--- config.mk ---
export PLATFORM = sky130hd
export DESIGN_NAME = mem_responder
export DESIGN_NICKNAME = d
export VERILOG_FILES = /design/src/rtl/mem_if_pkg.sv /design/src/rtl/mem_word_array.sv /design/src/rtl/mem_responder.sv
export SDC_FILE = /design/constraint.sdc
export NUM_CORES = 2
export LEC_CHECK = 0
export ABC_CLOCK_PERIOD_IN_PS = 4300
export CORE_MARGIN = 2
export CORE_UTILIZATION = 45
export DETAILED_ROUTE_END_ITERATION = 6
export SYNTH_ARGS = -nofsm -noshare
export SYNTH_HDL_FRONTEND = slang
export SYNTH_SLANG_ARGS = --single-unit
--- constraint.sdc ---
create_clock -name Clk -period 4.3 [get_ports Clk]
set_input_delay 0.86 -clock Clk [delete_from_list [all_inputs] [get_ports Clk]]
set_output_delay 0.86 -clock Clk [all_outputs]
set_load 0.005 [all_outputs]
--- src/rtl/mem_if_pkg.sv ---
// Shared types and constants for the handshaked data-memory responder.
// Request capture struct, FSM encoding and address-check constants.
package mem_if_pkg;

  typedef enum logic [1:0] {
    IDLE = 2'd0,
    WAIT = 2'd1,
    RESP = 2'd2
  } state_t;

  localparam logic [3:0] BE_WORD = 4'b1111;
  localparam logic [3:0] BE_NONE = 4'b0000;
  localparam logic [1:0] WORD_ALIGN_MASK = 2'b11;

  typedef struct packed {
    logic        we;
    logic [31:0] addr;
    logic [31:0] wdata;
    logic [3:0]  be;
  } req_t;

endpackage

--- src/rtl/mem_word_array.sv ---
// DEPTH_WORDS x 32 storage with synchronous byte-enabled write and no reset.
// The read port is combinational; the responder samples it on the commit edge.
module mem_word_array #(
  parameter int DEPTH_WORDS = 64,
  parameter int AW          = 6
) (
  input  logic          gclk,
  input  logic          we,
  input  logic [3:0]    be,
  input  logic [AW-1:0] addr,
  input  logic [31:0]   wdata,
  output logic [31:0]   rdata
);

  logic [31:0] mem [DEPTH_WORDS];

  always_ff @(posedge gclk) begin
    if (we) begin
      for (int i = 0; i < 4; i++) begin
        if (be[i]) mem[addr][8*i +: 8] <= wdata[8*i +: 8];
      end
    end
  end

  assign rdata = mem[addr];

endmodule

--- src/rtl/mem_responder.sv ---
// Memory-side end of the core's load/store channel: one outstanding request,
// response after LATENCY edges, held until the initiator takes it.
module mem_responder
  import mem_if_pkg::*;
#(
  parameter int          DEPTH_WORDS = 64,
  parameter int          LATENCY     = 2,
  parameter logic [31:0] BASE_ADDR   = 32'h0000_0000
) (
  input  logic        Clk,
  input  logic        Reset,
  input  logic        ReqValid,
  output logic        ReqReady,
  input  logic        ReqWE,
  input  logic [31:0] ReqAddr,
  input  logic [31:0] ReqWData,
  input  logic [3:0]  ReqByteEn,
  output logic        RespValid,
  input  logic        RespReady,
  output logic [31:0] RespRData,
  output logic        RespErr
);

  localparam int          AW   = $clog2(DEPTH_WORDS);
  localparam logic [31:0] SPAN = 32'(DEPTH_WORDS * 4);

  state_t      state, state_d;
  logic [3:0]  cnt, cnt_d;
  logic        commit;
  req_t        req;
  logic [31:0] off;
  logic        err;
  logic [31:0] arr_rdata;
  logic [31:0] rdata_q;
  logic        err_q;

  // Offset wraps for addresses below BASE_ADDR, so one unsigned compare covers both ends.
  assign off = req.addr - BASE_ADDR;
  assign err = ((req.addr[1:0] & WORD_ALIGN_MASK) != 2'b00) || (off >= SPAN);

  // Counter starts at LATENCY-1 so the commit edge lands exactly LATENCY edges
  // after acceptance, including LATENCY == 1.
  always_comb begin
    state_d = state;
    cnt_d   = cnt;
    commit  = 1'b0;
    case (state)
      IDLE: begin
        if (ReqValid) begin
          state_d = WAIT;
          cnt_d   = 4'(LATENCY - 1);
        end
      end
      WAIT: begin
        if (cnt == 4'd0) begin
          state_d = RESP;
          commit  = 1'b1;
        end else begin
          cnt_d = cnt - 4'd1;
        end
      end
      RESP: begin
        if (RespReady) state_d = IDLE;
      end
      default: state_d = IDLE;
    endcase
  end

  always_ff @(posedge Clk or negedge Reset) begin
    if (!Reset) begin
      state <= IDLE;
      cnt   <= '0;
    end else begin
      state <= state_d;
      cnt   <= cnt_d;
    end
  end

  always_ff @(posedge Clk or negedge Reset) begin
    if (!Reset) begin
      req     <= '{we: 1'b0, addr: '0, wdata: '0, be: BE_NONE};
      rdata_q <= '0;
      err_q   <= 1'b0;
    end else begin
      if (state == IDLE && ReqValid)
        req <= '{we: ReqWE, addr: ReqAddr, wdata: ReqWData, be: ReqByteEn};
      if (commit) begin
        err_q   <= err;
        rdata_q <= (!err && !req.we) ? arr_rdata : '0;
      end else if (state == RESP && RespReady) begin
        err_q   <= 1'b0;
        rdata_q <= '0;
      end
    end
  end

  mem_word_array #(
    .DEPTH_WORDS (DEPTH_WORDS),
    .AW          (AW)
  ) u_array (
    .gclk  (Clk),
    .we    (commit && !err && req.we),
    .be    (req.be),
    .addr  (off[AW+1:2]),
    .wdata (req.wdata),
    .rdata (arr_rdata)
  );

  assign ReqReady  = (state == IDLE);
  assign RespValid = (state == RESP);
  assign RespRData = rdata_q;
  assign RespErr   = err_q;

endmodule

==> out/metrics.cfg <==
[sta]
min_period_over_period_pct=92.2
setup_tns_ns=0
worst_slew_pin_slew_ns=1.42
hold_viol_final=0
max_freq_mhz=252
finalSetupViolCount=0
skew_ns=0.0693
rsz0062_at_grt=false
drv_slew=0
setup_slack_ns=0.334
relSlewSlack_pct=5.48
min_period_ns=3.97

[global_routing]
grt_pass1_vias=47200
grt_pass1_wl_um=378000
antenna_found_initial=11
grt_max_degree=106
gr-usage-all-layers_pct=28.5
grt_overflow=0

[clock_network]
clk_pin_slew_ns=0.07
holdBufCountCts=0
cts_buffer_depth=3
cts_tree=built
cts_buffers=217
clkSinkCount=2156
h-tree-depth=4
clock_latency_ns=0.91
post-cts-setup-buffer-count=0
root_buffer=clkbuf_16
cts_resized=0

[drt]
drt_iter0_markers=7873
vias_per_cell=6.42
vias=48900
first_pass_iters=7
antenna_left=0
route.detailed.drc=36
post_drt_wl_per_cell_um=36.0
route.final.wire_length_um=274000

[outcome]
status=complete, but fails checks
violations=design-rule violations

[logic_synthesis]
synthTopCellsByCount=edfxtp_1, nor2_1, nand2_1
ys_seq_area_share_pct=76.6
synth-main-ff-cell=edfxtp_1
ys_seq_elements=2156
synth_top_cell_by_area=edfxtp_1
ys_types=78
yosysMostFrequentCell=edfxtp_1
synth_area_um2=83800
synth_edf_count=2048
synthArstFlopShare_pct=5.01
ys_warn_count=0
netlist.area_leader.share_pct=73.4
syn_area_per_cell_um2=18.2
synthTopCellsByArea=edfxtp_1, mux4_2, dfrtp_1
syn_inst=4597
syn-num-nets=4672

[pwr]
power_leakage_nw=30.6
p_per_area_nw_per_um2=697
ir_drop_mv=0.983

[worst_setup_path]
critical_path_class=flop to flop
path_max_fanout=19
timing.rr.end=u_array.mem[45][31]
rrSetupSlack_ns=0.33
worstRegToRegCells=4
path_delay_family=simple AND/OR/NAND/NOR gates
crit_chain=and3b_2 > buf_4 > nand2_1 > nor2_1
end_kind=flop
start_kind=flop
path_buf_inv=1
cpPeakStageDelay_ns=0.89
required_ns=4.80
arrival_ns=4.46
r2r_start=req[43]
cp_slowest_cell=nor2_1

[floorplanning]
initial_core_util_pct=45.3
die_w_um=436
rows=158
die_h_um=436
dieArea_um2=190000
io_pins=108
core_um2=185000

[placed_design]
pre_cts_ws_ns=0.588
place_inst=7205
dp_hpwl_um=170000
io_buffer_count=107
place.gp.congestion=0.925

[flow_run]
maxCapViolCount=0

[layout]
final_cells=7622
final_nets=5019
ff_latch_area_um2=64300
multi_input_area_um2=17900
final_core_util_pct=52.0
drive_gt1_share_pct=22.2
area_delta_synth_final_pct=14.8
fill_cells=14900

[min_path]
hp-class=primary input to async pin

==> through the flow <==
stage / hold slack (ns) / instance area, µm² / total power [mW]
2_1_floorplan: 0.473 / 83800 / 39.0
3_3_place_gp: 0.492 / 89100 / 48.1
3_5_place_dp: 0.499 / 89100 / 48.3
4_1_cts: 0.0687 / 96200 / 66.8
5_1_grt: 0.116 / 96200 / 68.6
6_report: 0.0745 / 96300 / 67.1
==> cell families (layout without fill, tap and decap cells) <==
logic type / after synthesis / in the layout / synth area share (%)
DFF: 2156 / 2156 / 76.6
AOI/OAI and AO/OA: 826 / 826 / 6.90
and+or+nand+nor: 672 / 672 / 3.46
muxes: 616 / 616 / 10.8
buffers and inverters: 323 / 853 / 2.16
adders and majority gates: 2 / 2 / 0.0298
xor gates and xnor gates: 2 / 2 / 0.0209
other: 0 / 15 / 0
==> final cells by class <==
cell class              instances  share of cell area [%]
flip-flops and latches       2156                    66.8
clock inverters               120                    1.33
diodes                         15                  0.0390
well taps                    2480                    3.22
inverters                      16                  0.0689
clock buffers                 282                    6.02
multi-input cells            2118                    18.6
repair buffers                435                    3.93
==> layout by cell type, fill, tap and decap left out, types with 24 or more instances in the layout <==
cell type        instances
mux4_2                 213
a211oi_1                28
buf_4                  308
a21oi_1                 98
dfrtp_1                 73
dfrtp_2                 24
clkbuf_16              217
mux2i_1                198
o221ai_1               123
clkbuf_1                53
nand2_1                209
a22oi_1                 59
clkinv_1                45
o31ai_1                 25
mux2_2                 205
nor2_1                 322
a221oi_1                24
edfxtp_1              2048
o22a_1                  26
o21ai_0                113
nand3_1                 24
clkdlybuf4s50_1        106
clkinv_2                37
o22ai_1                213
==> state kept, by name, summed over array words and instances (netlist names) <==
signal / flops
RespErr: 1
state: 2
RespRData: 32
u_array.mem: 2048
cnt: 4
req: 69
==> how the worst max path moves through the flow <==
stage	startpoint	end	slack, ns	depth (start not counted)
detailed placement	req[43]	u_array.mem[45][27]	0.59	4
global placement	req[55]	u_array.mem[51][1]	0.67	7
CTS	req[55]	u_array.mem[51][3]	0.56	7
global route	req[55]	u_array.mem[51][3]	0.44	7
finish	req[43]	u_array.mem[45][31]	0.33	4
floorplan	req[40]	u_array.mem[58][24]	1.73	9
==> metal layers <==
metal / vias to the layer above / part of all wire, % / track usage, %
li1: 19400 / - / -
met1: 25500 / 38 / 39.0
met2: 3363 / 44 / 41.6
met3: 673 / 12 / 8.16
met4: 18 / 5.7 / 14.4
met5: - / 0.11 / 0.277
==> power by group <==
| part | switching [mW] | internal [mW] | total, mW |
|---|---|---|---|
| clock network | 8.25 | 10.5 | 18.7 |
| registers | 2.30 | 26.5 | 28.8 |
| logic | 13.3 | 6.27 | 19.6 |
| total | 23.8 | 43.3 | 67.1 |
Power figures use the tool's default switching activity.
